`src/rtl/exec_ctrl_pkg.sv`:
```
// exec_ctrl_pkg
// Shared definitions for the run/step/halt sequencer:
//   - mode_e : processor execution mode, also driven out on the Mode port
//   - default debounce length and run-rate divider
package exec_ctrl_pkg;

  typedef enum logic [1:0] {
    MODE_HALT = 2'd0,
    MODE_RUN  = 2'd1,
    MODE_STEP = 2'd2
  } mode_e;

  localparam int DEBOUNCE_CYCLES_DEF = 4;
  localparam int RUN_DIV_DEF         = 4;

endpackage

```
`src/rtl/btn_debounce.sv`:
```
// btn_debounce
// Turns one raw, asynchronous push-button into a single one-cycle press pulse.
// The button is first brought into the clock domain by a 2-flop synchronizer.
// A counter then measures how long the synced level has stayed high. The pulse
// fires once, when the count reaches DEBOUNCE_CYCLES. The counter then saturates,
// so no further pulse can fire until the synced level drops and the count restarts.
// Ports:
//   clk   in  system clock
//   rst_n in  asynchronous active-low reset
//   btn   in  raw button level (asynchronous)
//   press out one-cycle registered press pulse
module btn_debounce
  import exec_ctrl_pkg::*;
#(
  parameter int DEBOUNCE_CYCLES = DEBOUNCE_CYCLES_DEF
) (
  input  logic clk,
  input  logic rst_n,
  input  logic btn,
  output logic press
);

  localparam int               CNT_W   = $clog2(DEBOUNCE_CYCLES + 1);
  localparam logic [CNT_W-1:0] CNT_MAX = CNT_W'(DEBOUNCE_CYCLES);

  logic             sync1_r;
  logic             sync2_r;
  logic [CNT_W-1:0] cnt_r;
  logic             press_r;
  logic [CNT_W-1:0] cnt_next_s;
  logic             press_next_s;

  // Next count and press decision from the synchronized level
  always_comb begin
    cnt_next_s   = cnt_r;
    press_next_s = 1'b0;
    if (!sync2_r) begin
      cnt_next_s = {CNT_W{1'b0}};
    end else if (cnt_r != CNT_MAX) begin
      cnt_next_s   = cnt_r + CNT_W'(1);
      // Fire only on the step into CNT_MAX. The counter then saturates, so a
      // long hold produces one pulse.
      press_next_s = (cnt_r == (CNT_MAX - CNT_W'(1)));
    end else begin
      cnt_next_s = cnt_r;
    end
  end

  // Synchronizer, debounce counter and registered press pulse
  always_ff @(posedge clk or negedge rst_n) begin
    if (!rst_n) begin
      sync1_r <= 1'b0;
      sync2_r <= 1'b0;
      cnt_r   <= {CNT_W{1'b0}};
      press_r <= 1'b0;
    end else begin
      sync1_r <= btn;
      sync2_r <= sync1_r;
      cnt_r   <= cnt_next_s;
      press_r <= press_next_s;
    end
  end

  assign press = press_r;

endmodule

```
`src/rtl/exec_step_controller.sv`:
```
// exec_step_controller
// Run/step/halt sequencer that produces a one-Clk-wide processor clock-enable.
// It supports these operations:
//   - free-run at Clk/RUN_DIV
//   - single-step
//   - manual halt
//   - PC breakpoint
// After every executed cycle it captures PC and write-back data for a display.
// Ports:
//   Clk, Reset                 clock, asynchronous active-low reset
//   BtnRun, BtnStep, BtnHalt   raw push-buttons (asynchronous)
//   BpEnable, BpAddr           breakpoint enable / PC
//   PC, WBWriteData            processor PC and write-back data
//   CpuEn                      processor clock-enable pulse
//   Mode                       0 HALT, 1 RUN, 2 STEP
//   CycleCount                 number of CpuEn pulses since reset (wraps)
//   DispA, DispB               latched PC[15:0] / WBWriteData[15:0]
//   BpHit                      sticky breakpoint-hit flag
module exec_step_controller
  import exec_ctrl_pkg::*;
#(
  parameter int DEBOUNCE_CYCLES = DEBOUNCE_CYCLES_DEF,
  parameter int RUN_DIV         = RUN_DIV_DEF
) (
  input  logic        Clk,
  input  logic        Reset,
  input  logic        BtnRun,
  input  logic        BtnStep,
  input  logic        BtnHalt,
  input  logic        BpEnable,
  input  logic [31:0] BpAddr,
  input  logic [31:0] PC,
  input  logic [31:0] WBWriteData,
  output logic        CpuEn,
  output logic [1:0]  Mode,
  output logic [31:0] CycleCount,
  output logic [15:0] DispA,
  output logic [15:0] DispB,
  output logic        BpHit
);

  localparam int               DIV_W    = (RUN_DIV > 1) ? $clog2(RUN_DIV) : 1;
  localparam logic [DIV_W-1:0] DIV_LAST = DIV_W'(RUN_DIV - 1);

  logic run_pulse_s;
  logic step_pulse_s;
  logic halt_pulse_s;

  mode_e            state_r;
  mode_e            state_next_s;
  logic [DIV_W-1:0] div_r;
  logic [DIV_W-1:0] div_next_s;
  logic             first_r;
  logic             first_next_s;
  logic             cpu_en_r;
  logic             cpu_en_next_s;
  logic             en_d_r;
  logic             bp_hit_r;
  logic             bp_hit_next_s;
  logic [31:0]      cycle_count_r;
  logic [15:0]      disp_a_r;
  logic [15:0]      disp_b_r;
  logic             bp_match_s;
  logic             wb_hi_unused_s;

  btn_debounce #(.DEBOUNCE_CYCLES(DEBOUNCE_CYCLES)) u_run (
    .clk   (Clk),
    .rst_n (Reset),
    .btn   (BtnRun),
    .press (run_pulse_s)
  );

  btn_debounce #(.DEBOUNCE_CYCLES(DEBOUNCE_CYCLES)) u_step (
    .clk   (Clk),
    .rst_n (Reset),
    .btn   (BtnStep),
    .press (step_pulse_s)
  );

  btn_debounce #(.DEBOUNCE_CYCLES(DEBOUNCE_CYCLES)) u_halt (
    .clk   (Clk),
    .rst_n (Reset),
    .btn   (BtnHalt),
    .press (halt_pulse_s)
  );

  // The breakpoint is ignored on the first issue after RUN starts, so
  // RUN from a breakpoint address executes past it.
  assign bp_match_s     = BpEnable && (PC == BpAddr) && !first_r;
  // Only the low half of the write-back data is displayed.
  assign wb_hi_unused_s = |WBWriteData[31:16];

  // Next-state, divider and issue decision for the sequencer
  always_comb begin
    state_next_s  = state_r;
    div_next_s    = div_r;
    first_next_s  = first_r;
    cpu_en_next_s = 1'b0;
    bp_hit_next_s = bp_hit_r;
    case (state_r)
      MODE_HALT: begin
        // Priority is halt > step > run. A halt pulse here is a no-op.
        if (halt_pulse_s) begin
          state_next_s = MODE_HALT;
        end else if (step_pulse_s) begin
          // Issue now so CpuEn lines up with the single STEP cycle.
          state_next_s  = MODE_STEP;
          cpu_en_next_s = 1'b1;
          first_next_s  = 1'b0;
          bp_hit_next_s = 1'b0;
        end else if (run_pulse_s) begin
          state_next_s  = MODE_RUN;
          div_next_s    = {DIV_W{1'b0}};
          first_next_s  = 1'b1;
          bp_hit_next_s = 1'b0;
        end else begin
          state_next_s = MODE_HALT;
        end
      end
      MODE_RUN: begin
        if (halt_pulse_s) begin
          state_next_s = MODE_HALT;
        end else if (div_r == DIV_LAST) begin
          div_next_s = {DIV_W{1'b0}};
          if (bp_match_s) begin
            state_next_s  = MODE_HALT;
            bp_hit_next_s = 1'b1;
          end else begin
            cpu_en_next_s = 1'b1;
            first_next_s  = 1'b0;
          end
        end else begin
          div_next_s = div_r + DIV_W'(1);
        end
      end
      MODE_STEP: begin
        state_next_s = MODE_HALT;
      end
      default: begin
        state_next_s = MODE_HALT;
      end
    endcase
  end

  // Sequencer state, divider, issue pulse, breakpoint flag and cycle counter
  always_ff @(posedge Clk or negedge Reset) begin
    if (!Reset) begin
      state_r       <= MODE_HALT;
      div_r         <= {DIV_W{1'b0}};
      first_r       <= 1'b0;
      cpu_en_r      <= 1'b0;
      bp_hit_r      <= 1'b0;
      cycle_count_r <= 32'd0;
    end else begin
      state_r  <= state_next_s;
      div_r    <= div_next_s;
      first_r  <= first_next_s;
      cpu_en_r <= cpu_en_next_s;
      bp_hit_r <= bp_hit_next_s;
      if (cpu_en_next_s) begin
        cycle_count_r <= cycle_count_r + 32'd1;
      end
    end
  end

  // Display latches load one cycle after CpuEn, once the processor has advanced
  always_ff @(posedge Clk or negedge Reset) begin
    if (!Reset) begin
      en_d_r   <= 1'b0;
      disp_a_r <= 16'd0;
      disp_b_r <= 16'd0;
    end else begin
      en_d_r <= cpu_en_r;
      if (en_d_r) begin
        disp_a_r <= PC[15:0];
        disp_b_r <= WBWriteData[15:0];
      end
    end
  end

  assign CpuEn      = cpu_en_r;
  assign Mode       = state_r;
  assign CycleCount = cycle_count_r;
  assign DispA      = disp_a_r;
  assign DispB      = disp_b_r;
  assign BpHit      = bp_hit_r;

endmodule

```
`config.mk`:
```
export PLATFORM = sky130hd
export DESIGN_NAME = exec_step_controller
export DESIGN_NICKNAME = d
export VERILOG_FILES = /design/src/rtl/exec_ctrl_pkg.sv /design/src/rtl/btn_debounce.sv /design/src/rtl/exec_step_controller.sv
export SDC_FILE = /design/constraint.sdc
export NUM_CORES = 1
export LEC_CHECK = 0
export ABC_AREA = 1
export CELL_PAD_IN_SITES_DETAIL_PLACEMENT = 1
export CELL_PAD_IN_SITES_GLOBAL_PLACEMENT = 2
export CORE_MARGIN = 3
export CORE_UTILIZATION = 23
export CTS_CLUSTER_SIZE = 16
export DETAILED_ROUTE_END_ITERATION = 6
export PLACE_DENSITY = 0.84
export SYNTH_ARGS = -nofsm -noshare
export SYNTH_HDL_FRONTEND = slang
export SYNTH_SLANG_ARGS = --single-unit
export TNS_END_PERCENT = 5
```
`constraint.sdc`:
```
create_clock -name Clk -period 1.83 [get_ports Clk]
set_clock_uncertainty 0.15 [all_clocks]
set_input_delay 0.366 -clock Clk [delete_from_list [all_inputs] [get_ports Clk]]
set_output_delay 0.366 -clock Clk [all_outputs]
set_load 0.05 [all_outputs]
```
==> results of run 1 <==
==> worst paths after layout <==
kind                       slack, ns  cells past startpoint              to
max reg2reg                     0.01                     10  CycleCount[27]
min                             0.18                      2        DispA[1]
min in group asynchronous       0.32                      2  CycleCount[23]
min reg2reg                     0.20                      0   u_run.sync2_r
max                            -0.04                     11  CycleCount[17]
max in group asynchronous       0.67                      3         Mode[1]
==> per-layer routing <==
| metal | track usage | routed length [um] | vias up |
|---|---|---|---|
| li1 | - | - | 2415 |
| met1 | 0.181 | 8150 | 2365 |
| met2 | 0.243 | 8500 | 166 |
| met3 | 0.0425 | 1140 | 19 |
| met4 | 0.0273 | 235 | 2 |
| met5 | 0 | 13 | - |
==> cell usage after synthesis (2+ instances only) <==
master,instances
sky130_fd_sc_hd__nand3_4,2
sky130_fd_sc_hd__xnor2_1,17
sky130_fd_sc_hd__nor2_2,3
sky130_fd_sc_hd__buf_2,2
sky130_fd_sc_hd__inv_1,82
sky130_fd_sc_hd__nor3_1,12
sky130_fd_sc_hd__mux2_2,24
sky130_fd_sc_hd__a21oi_1,11
sky130_fd_sc_hd__xor2_1,20
sky130_fd_sc_hd__buf_1,2
sky130_fd_sc_hd__nand3_1,48
sky130_fd_sc_hd__o21ai_0,10
sky130_fd_sc_hd__buf_4,3
sky130_fd_sc_hd__clkbuf_1,4
sky130_fd_sc_hd__nor2_1,64
sky130_fd_sc_hd__nand2_1,188
sky130_fd_sc_hd__ha_1,11
sky130_fd_sc_hd__buf_6,3
sky130_fd_sc_hd__dfrtp_1,90
sky130_fd_sc_hd__nor3_2,5
sky130_fd_sc_hd__nor4_1,2
sky130_fd_sc_hd__nand3_2,2
sky130_fd_sc_hd__inv_2,4
sky130_fd_sc_hd__nand4_1,9
==> metrics by stage <==
| step | worst slack [ns] | hold slack, ns | cell area [sq um] | setup TNS, ns | cells |
|---|---|---|---|---|---|
| 2_1_floorplan | -0.0525 | -0.0796 | 5040 | -0.275 | 627 |
| 3_3_place_gp | -0.616 | 0.153 | 7590 | -21.05 | 1102 |
| 5_1_grt | -0.114 | 0.164 | 8340 | -3.02 | 1132 |
| 4_1_cts | -0.134 | 0.204 | 7910 | -3.47 | 1119 |
| 6_report | -0.0400 | 0.177 | 8340 | -0.494 | 1132 |
| 3_5_place_dp | -0.657 | 0.153 | 7590 | -21.90 | 1102 |
==> cells by family (layout without fill, tap and decap cells) <==
| kind of cell | Yosys count | in the layout | synth area share |
|---|---|---|---|
| xor gates and xnor gates | 37 | 37 | 0.0646 |
| and+or+nand+nor | 341 | 344 | 0.297 |
| buffers and inverters | 100 | 325 | 0.0821 |
| adders and majority gates | 11 | 11 | 0.0275 |
| DFF | 90 | 90 | 0.449 |
| AOI/OAI and AO/OA | 24 | 24 | 0.0257 |
| muxes | 24 | 24 | 0.0539 |
| other | 0 | 2 | 0 |
==> layout make-up <==
cell class                      count  area (sq um)
Antenna cell                        2          5.00
Sequential cell                    90          2260
Clock inverter                      5          60.1
Tap cell                          275           344
Multi-Input combinational cell    440          2550
Fill cell                        2467         12900
Clock buffer                       11           253
Timing Repair Buffer              223          2530
Inverter                           86           327
==> report_power, final <==
| group | internal (mW) | switching [mW] | total (mW) |
|---|---|---|---|
| logic | 1.93 | 3.08 | 5.02 |
| clock network | 1.14 | 0.866 | 2.01 |
| registers | 2.57 | 0.382 | 2.95 |
==> state kept, by name (all words and copies together), names as in the netlist <==
name and cells:
u_step.cnt_r 3, u_halt.cnt_r 3, en_d_r 1, DispA 16, u_halt.sync2_r 1, BpHit 1
Mode 2, DispB 16, u_run.sync2_r 1, u_step.press 1, u_step.sync1_r 1, u_run.press 1
first_r 1, div_r 2, u_step.sync2_r 1, CpuEn 1, u_halt.press 1, CycleCount 32
u_run.cnt_r 3, u_run.sync1_r 1, u_halt.sync1_r 1
==> repair_timing <==
item | in CTS | in global routing
hold buffers | 1 | 0
setup buffers | 0 | 5
resized for setup | 13 | 87
pin swaps | 0 | 50
hold endpoints to repair | 19 | 0
cloned | 0 | 6
endpoints found under the setup margin | 36 | 36
==> results.md, run 1 <==
Floorplan:
- Row generation in the floorplan step produced 53 rows.
- In this run the count of I/O pins placed on the die edge is 170.
- The area of the die is 23600 sq um.
- The initial utilization of the core area, before any placement, comes to 0.236.
- Measured along the x axis, the die boundary spans roughly 150 um.
- The area inside the core boundary is around 21000 sq um.
- The die boundary height is 154 um.

Synth:
- Averaged over all synthesized cells, the footprint is approximately 8 sq um.
- The post-synthesis instance area is 5010 sq um.
- After synthesis the netlist holds a flip-flop and latch count of 90.
- Of the post-synthesis cell area, the dominant cell type holds 0.449.
- The number of distinct library cells after synthesis is 33.
- The fraction of registers with async set/reset is 1.00.
- After synthesis, the cell types taking the most area are sky130_fd_sc_hd__dfrtp_1 45%, sky130_fd_sc_hd__nand2_1 14%, sky130_fd_sc_hd__inv_1 6.1%.
- In this run, synthesis inferred 0 flip-flops with an integrated enable.
- The cell count after synthesis is between 600 and 700.
- The share of the yosys chip area belonging to registers is 0.449.
- The most used flip-flop cell after synthesis is sky130_fd_sc_hd__dfrtp_1.
- For this run, the number of Yosys warnings is 0.
- The synthesized net count is 740.
- Summed over all instances, the cell type with the most area after synthesis is sky130_fd_sc_hd__dfrtp_1.

Clock tree:
- Clock tree synthesis selected as its root buffer the cell sky130_fd_sc_hd__clkbuf_16.
- The CTS H-tree depth is 3.
- At the later pin of the worst-skew pair, clock insertion delay measures 0.35 ns.
- After clock tree synthesis, the clock-pin slew on the worst setup and hold paths is 0.07 ns.
- The buffer levels on the longest clock path is 2.
- TritonCTS created 9 clock buffers.
- The CTS tree is built.
- The number of sinks handled by clock tree synthesis is 90.

Place:
- Once detailed placement completed, the half-perimeter wirelength came to ~13000 um.
- In this run the tool buffered the top-level ports with between 150 and 200 buffer cells.
- At the end of routability-driven placement, the weighted congestion stood at 0.815.

Layout:
- At the end of the flow the core is filled with cells to 0.393.
- The area growth from synthesis to layout is 66.3%.
- The layout net count is about 960.
- In the layout the commonest cells are 183 x sky130_fd_sc_hd__nand2_1, 93 x sky130_fd_sc_hd__buf_4, 83 x sky130_fd_sc_hd__dfrtp_1.
- The commonest non-fill, non-tap cell in the layout is sky130_fd_sc_hd__nand2_1.
- The layout cell share with drive strength beyond 1 is 0.283.

Timing:
- Headroom to the max-slew limit came out at 0.766.
- The transition time of the tightest slew-check pin is 0.351 ns.
- Derived from the worst setup path, the maximum achievable clock frequency is about 530 MHz.
- In the post-route analysis, the smallest setup slack over all paths is -0.0400 ns.
- The hold violation total from the final report is 0.
- Setup repair after global routing could not meet its margin everywhere.
- The setup-violating endpoint count in the final report is 24.
- The number of slew-limit violations in the final report is 0.
- The share of the clock period used by the worst path is 1.02.
- The final critical path time including I/O delays and setup is 1.87 ns.

Drt:
- Dividing the detail-routed via count by the number of cells gives between 4 and 5.
- The detailed-router iteration count before antenna repair is 4.
- The detailed-route wire length is around 18000 um.
- The first routing iteration left 149 violations.
- The count of unresolved DRC violations after routing is 0.
- Once detail routing completed, the nets flagged for antenna violations numbered 0.
- The total number of vias is ~5000.
- The average wire length per cell after detail routing is 15.9 um.

Worst setup path:
- The buffers plus inverters on the worst setup path is 3.
- The required arrival time at the worst endpoint is 1.97 ns.
- The critical path is of the in2reg type.
- The critical-path cell with the highest stage delay is sky130_fd_sc_hd__clkdlybuf4s50_1.
- The critical path startpoint is PC[10].
- The signal on the critical path passes through clkdlybuf4s50_1 > xor2_1 > nor2_1 > nand2_1 > nor2_1 > nand3_2 > nand3_4 > buf_12 > clkbuf_16 > nand3_1 > nand2_1.
- On the worst path, the slowest cell contributes a delay of 0.45 ns.
- For the worst setup path, the data arrival time is 2.01 ns.
- The worst setup path is launched from a primary input.
- In this run the worst path has a maximum fanout of 8.
- The beginning of the worst register-to-register path is Mode[1].
- The family of cells with the greatest summed delay on the critical path is buffers and inverters.
- The worst setup path is captured at a flop.

GRT:
- In the global route stage, overall resource usage came out at 0.143.
- The global-route wire length before repair is 27300 um.
- The number of global-route vias before repair is just over 5000.
- The maximum number of pins on one net before global-route repair is between 40 and 50.
- The total overflow left after global routing is 0.
- The number of antenna violations at the first check in global routing is 3.

Power:
- The total power of the final layout is about 10 mW.
- The static leakage is around 4.3 nW.
- Dividing total power by cell area gives a power density of 1200 nW/um^2.
- The worst-case IR drop observed on VDD is approximately 0.75 mV.

Min path:
- The path type of the worst min-delay path is in2reg.
- In this run the most critical hold path is launched from PC[1].

Run status:
- The flow ran to the end, but the final reports show violations.
- The final reports fail on setup timing.

Flow run:
- The tool flagged a number of max-cap violations equal to 0.
Power figures use the tool's default switching activity.
==> run 2, diff against run 1 <==
- ABC_AREA: 1 -> 0
- CORE_UTILIZATION: 23 -> 25
- TNS_END_PERCENT: 5 -> 20
==> run 2 against run 1 <==
Net effect: the flow still finishes with violations (setup timing); combinational power fell by 15%; sequential share of layout area rose by 4.9 points; first-iteration DRC count fell by 35%; clock power fell by 3%; final area fell by 15%; routed wire length fell by 27%; largest cell class is now sequential cells.
==> results.md, run 2 <==
Run status:
- The flow ran to the end, but the final reports show violations.
- The final reports fail on setup timing.

GRT:
- The maximum number of pins on one net before global-route repair is slightly above 40.
- The global-route wire length before repair is 21800 um.
- The met1 usage in global routing is 0.163.
- The layer flagged by global routing as most heavily used is met2.
- For this run the aggregate overflow at the end of global routing stands at 0.
- The number of global-route vias before repair is 4000.
- The number of antenna violations at the first check in global routing was 0.
- The met3 track utilization from global routing is 0.0445.
- The met2 track demand over resource in global routing is 0.248.
- For this run, the total global-route usage over all layers was measured as 0.141.

Timing:
- For the finished layout, the period the worst path requires is 1.90 ns.
- The number of slew-limit violations in the final report is 0.
- Setup repair after global routing could not meet its margin everywhere.
- The share of the clock period used by the worst path is 1.04.
- The hold violation total from the final report is 0.
- Hold is met by 0.141 ns.
- Derived from the worst setup path, the maximum achievable clock frequency is 527 MHz.
- The setup-violating endpoint count in the final report is 31.
- In this run the tightest slew margin relative to its limit is 0.716.
- After layout, the worst setup slack is -0.0661 ns.
- For the pin with the worst max-slew slack, the measured transition is 0.422 ns.

Drt:
- The total number of vias is 3533.
- The mean number of vias per cell is between 4 and 5.
- The number of design-rule violations left by the first detailed-router iteration is 97.
- The detailed-route wire length is between 10000 and 15000 um.
- In this run the remaining antenna-violating nets after routing total 0.
- The detailed-router iteration count before antenna repair is 4.
- For this run, design rule violations remaining after detail routing come to 0.
- The average wire length per cell after detail routing is about 17 um.

Synth:
- The average cell area after synthesis is 12.3 sq um.
- The total of warnings raised by yosys is 0.
- The xor/xnor share of the synthesized area is 0.118.
- The largest area contributor in the synthesized netlist is sky130_fd_sc_hd__dfrtp_1.
- The flop and latch count out of synthesis is 90.
- The portion of synthesized area spent on multiplexers is 0.0850.
- In the synthesized netlist, the cells that appear most often are 90 x sky130_fd_sc_hd__dfrtp_1, 53 x sky130_fd_sc_hd__xnor2_1, 32 x sky130_fd_sc_hd__mux2_2, 20 x sky130_fd_sc_hd__nand4_1, 18 x sky130_fd_sc_hd__nand2_1.
- The primary flip-flop cell chosen by synthesis mapping is sky130_fd_sc_hd__dfrtp_1.
- The adder-cell area share of the yosys netlist is 0.0315.
- Ranked by total cell area, the synthesized netlist is headed by sky130_fd_sc_hd__dfrtp_1 52%, sky130_fd_sc_hd__xnor2_1 11%, sky130_fd_sc_hd__mux2_2 8.2%.
- In this run the cell area of the synthesized design comes to 4370 sq um.
- The number of enable flip-flop cells after synthesis is 0.
- Of the post-synthesis cell area, the dominant cell type holds 0.515.
- The compound-gate portion of the synthesized area came to 0.0332.
- Of the synthesized area, sequential elements account for 0.515.
- The synthesized net count is 468.
- Of the total synthesized cell area, the portion taken by AND, OR, NAND and NOR gates is 0.184.
- The cell count after synthesis is about 360.
- In the synthesized netlist the async set-or-reset flop fraction comes to 1.00.
- Yosys instantiated no cell more often than sky130_fd_sc_hd__dfrtp_1.
- The number of distinct library cells after synthesis is 50.
- The dominant combinational cell family by area after synthesis is simple AND/OR/NAND/NOR gates.

Worst setup path:
- The kind of start point of the critical path is a primary input.
- Data on the critical path arrives at its endpoint at between 1.5 and 2 ns.
- The required arrival time at the worst endpoint is 1.92 ns.
- The type of the setup path with the least slack is in2reg.
- The element type at the critical path end is a flop.
- The highest fanout seen on the critical path is 5.

Floorplan:
- The starting density of the core is 0.260.
- Measured along the y axis, the die boundary spans 138 um.
- After floorplanning, the core was sized to cover 16800 sq um.
- The number of standard-cell rows in the floorplan is 47.
- The floorplan step defined a die boundary enclosing between 15000 and 20000 sq um.
- The floorplan step set the die width to 138 um.
- The I/O pin total is 170.

Clock tree:
- The later-pin clock latency in the skew report is 0.35 ns.
- The number of sinks handled by clock tree synthesis is 90.
- The number of clock buffers added by TritonCTS is 9.
- The CTS tree is built.
- Clock-pin slew was measured on the worst setup and hold paths at 0.07 ns.
- The cell at the root of the clock tree is sky130_fd_sc_hd__clkbuf_16.
- CTS built an H-tree with a depth of 3.
- Counting along the longest clock path gives a buffer depth of 2.

Layout:
- The commonest non-fill, non-tap cell in the layout is sky130_fd_sc_hd__buf_4.
- The core utilization of the finished layout is 0.423.
- Leaving out fill and tap cells, the most frequent cells in the layout are 103 x sky130_fd_sc_hd__buf_4, 71 x sky130_fd_sc_hd__dfrtp_1, 40 x sky130_fd_sc_hd__xnor2_1.
- The register with the most flip-flops in the layout has 32 of them.
- The number of antenna cells inserted is 0.
- Of the cells placed in the final design, the portion with a size suffix greater than 1 is 0.497.
- After the flow finishes, the layout carries non-filler instances totaling 791.
- The multi-input combinational cells in the finished layout cover a total of 2210 sq um.
- The count of filler cells inserted in the layout is 1816.
- The layout net count is approximately 680.
- The sequential cells in the finished layout cover a total of 2280 sq um.
- The area growth from synthesis to layout is 62.7%.

Power:
- Across the VDD grid, the largest voltage drop is around 0.92 mV.
- The power per cell area is between 1000 and 1500 nW/um^2.
- The static leakage is 3.28 nW.

Place:
- At the end of routability-driven placement, the weighted congestion stood at 0.785.
- Buffers placed on the I/O ports in this run total ~150.
- The detailed-placement wirelength estimate is 9840 um.
- Counting tap cells, the placed design contains a total of 761 instances.

Flow run:
- Max-cap violations in this run came to 0.

Min path:
- The path type of the worst min-delay path is in2reg.
run 2: cell type report:
cell class | instances | share of cell area
Inverter | 15 | 0.00792
Clock inverter | 6 | 0.0102
Sequential cell | 90 | 0.320
Tap cell | 220 | 0.0387
Clock buffer | 10 | 0.0336
Timing Repair Buffer | 212 | 0.278
Multi-Input combinational cell | 238 | 0.311
run 2: worst max-delay path, cell delays in order:
cell,delay [ns]
sky130_fd_sc_hd__clkdlybuf4s50_1,0.52
sky130_fd_sc_hd__xnor2_2,0.14
sky130_fd_sc_hd__nand3_2,0.14
sky130_fd_sc_hd__nor2_2,0.17
sky130_fd_sc_hd__nand4_4,0.22
sky130_fd_sc_hd__nand2_2,0.14
sky130_fd_sc_hd__mux2_4,0.30
run 2: path summary, 6_finish.rpt:
kind,startpoint,end,slack (ns),cells past startpoint
max in group asynchronous,Reset,CycleCount[18],0.59,3
worst max-delay path,BpAddr[16],CycleCount[1],-0.07,7
worst max register to register,CycleCount[10],CycleCount[15],-0.02,6
min in group asynchronous,Reset,DispA[10],0.33,2
worst min register to register,u_halt.sync1_r,u_halt.sync2_r,0.20,0
worst min-delay path,PC[9],DispA[9],0.14,2
run 2: logic make-up (layout without fill, tap and decap cells):
kind of cell	Yosys count	count (layout)
simple gates	119	119
flops	90	90
xor+xnor	59	59
mux	33	33
buf+inv	27	243
compound gates	16	16
fa+ha+maj	11	11
run 2: repair_timing:
action                                  4_1_cts  5_1_grt
hold buffers                                  1        0
resized for setup                           100       60
setup buffers                                 9        1
endpoints found under the setup margin       35       34
gates cloned                                  2        1
pin swaps                                    22       46
endpoints found under the hold margin        24        0
run 2: layer usage:
layer	vias up	wire length, um
li1	1662	-
met1	1758	5250
met2	95	7140
met3	18	635
met4	0	225
met5	-	0
run 2: through the flow:
stage	TNS [ns]	instance area, sq um	power, mW	worst slack [ns]
after floorplan	-0.539	4470	5.59	-0.0853
after global placement	-20.87	6610	7.11	-0.644
after detailed placement	-23.66	6610	7.28	-0.740
after CTS	-2.74	7100	9.26	-0.137
after global routing	-3.74	7110	9.67	-0.168
final	-1.22	7110	9.17	-0.0661
run 2: power breakdown:
part           switching (mW)  internal, mW
Clock                   0.828          1.11
Combinational            2.55          1.71
Sequential              0.400          2.58
Total                    3.77          5.39
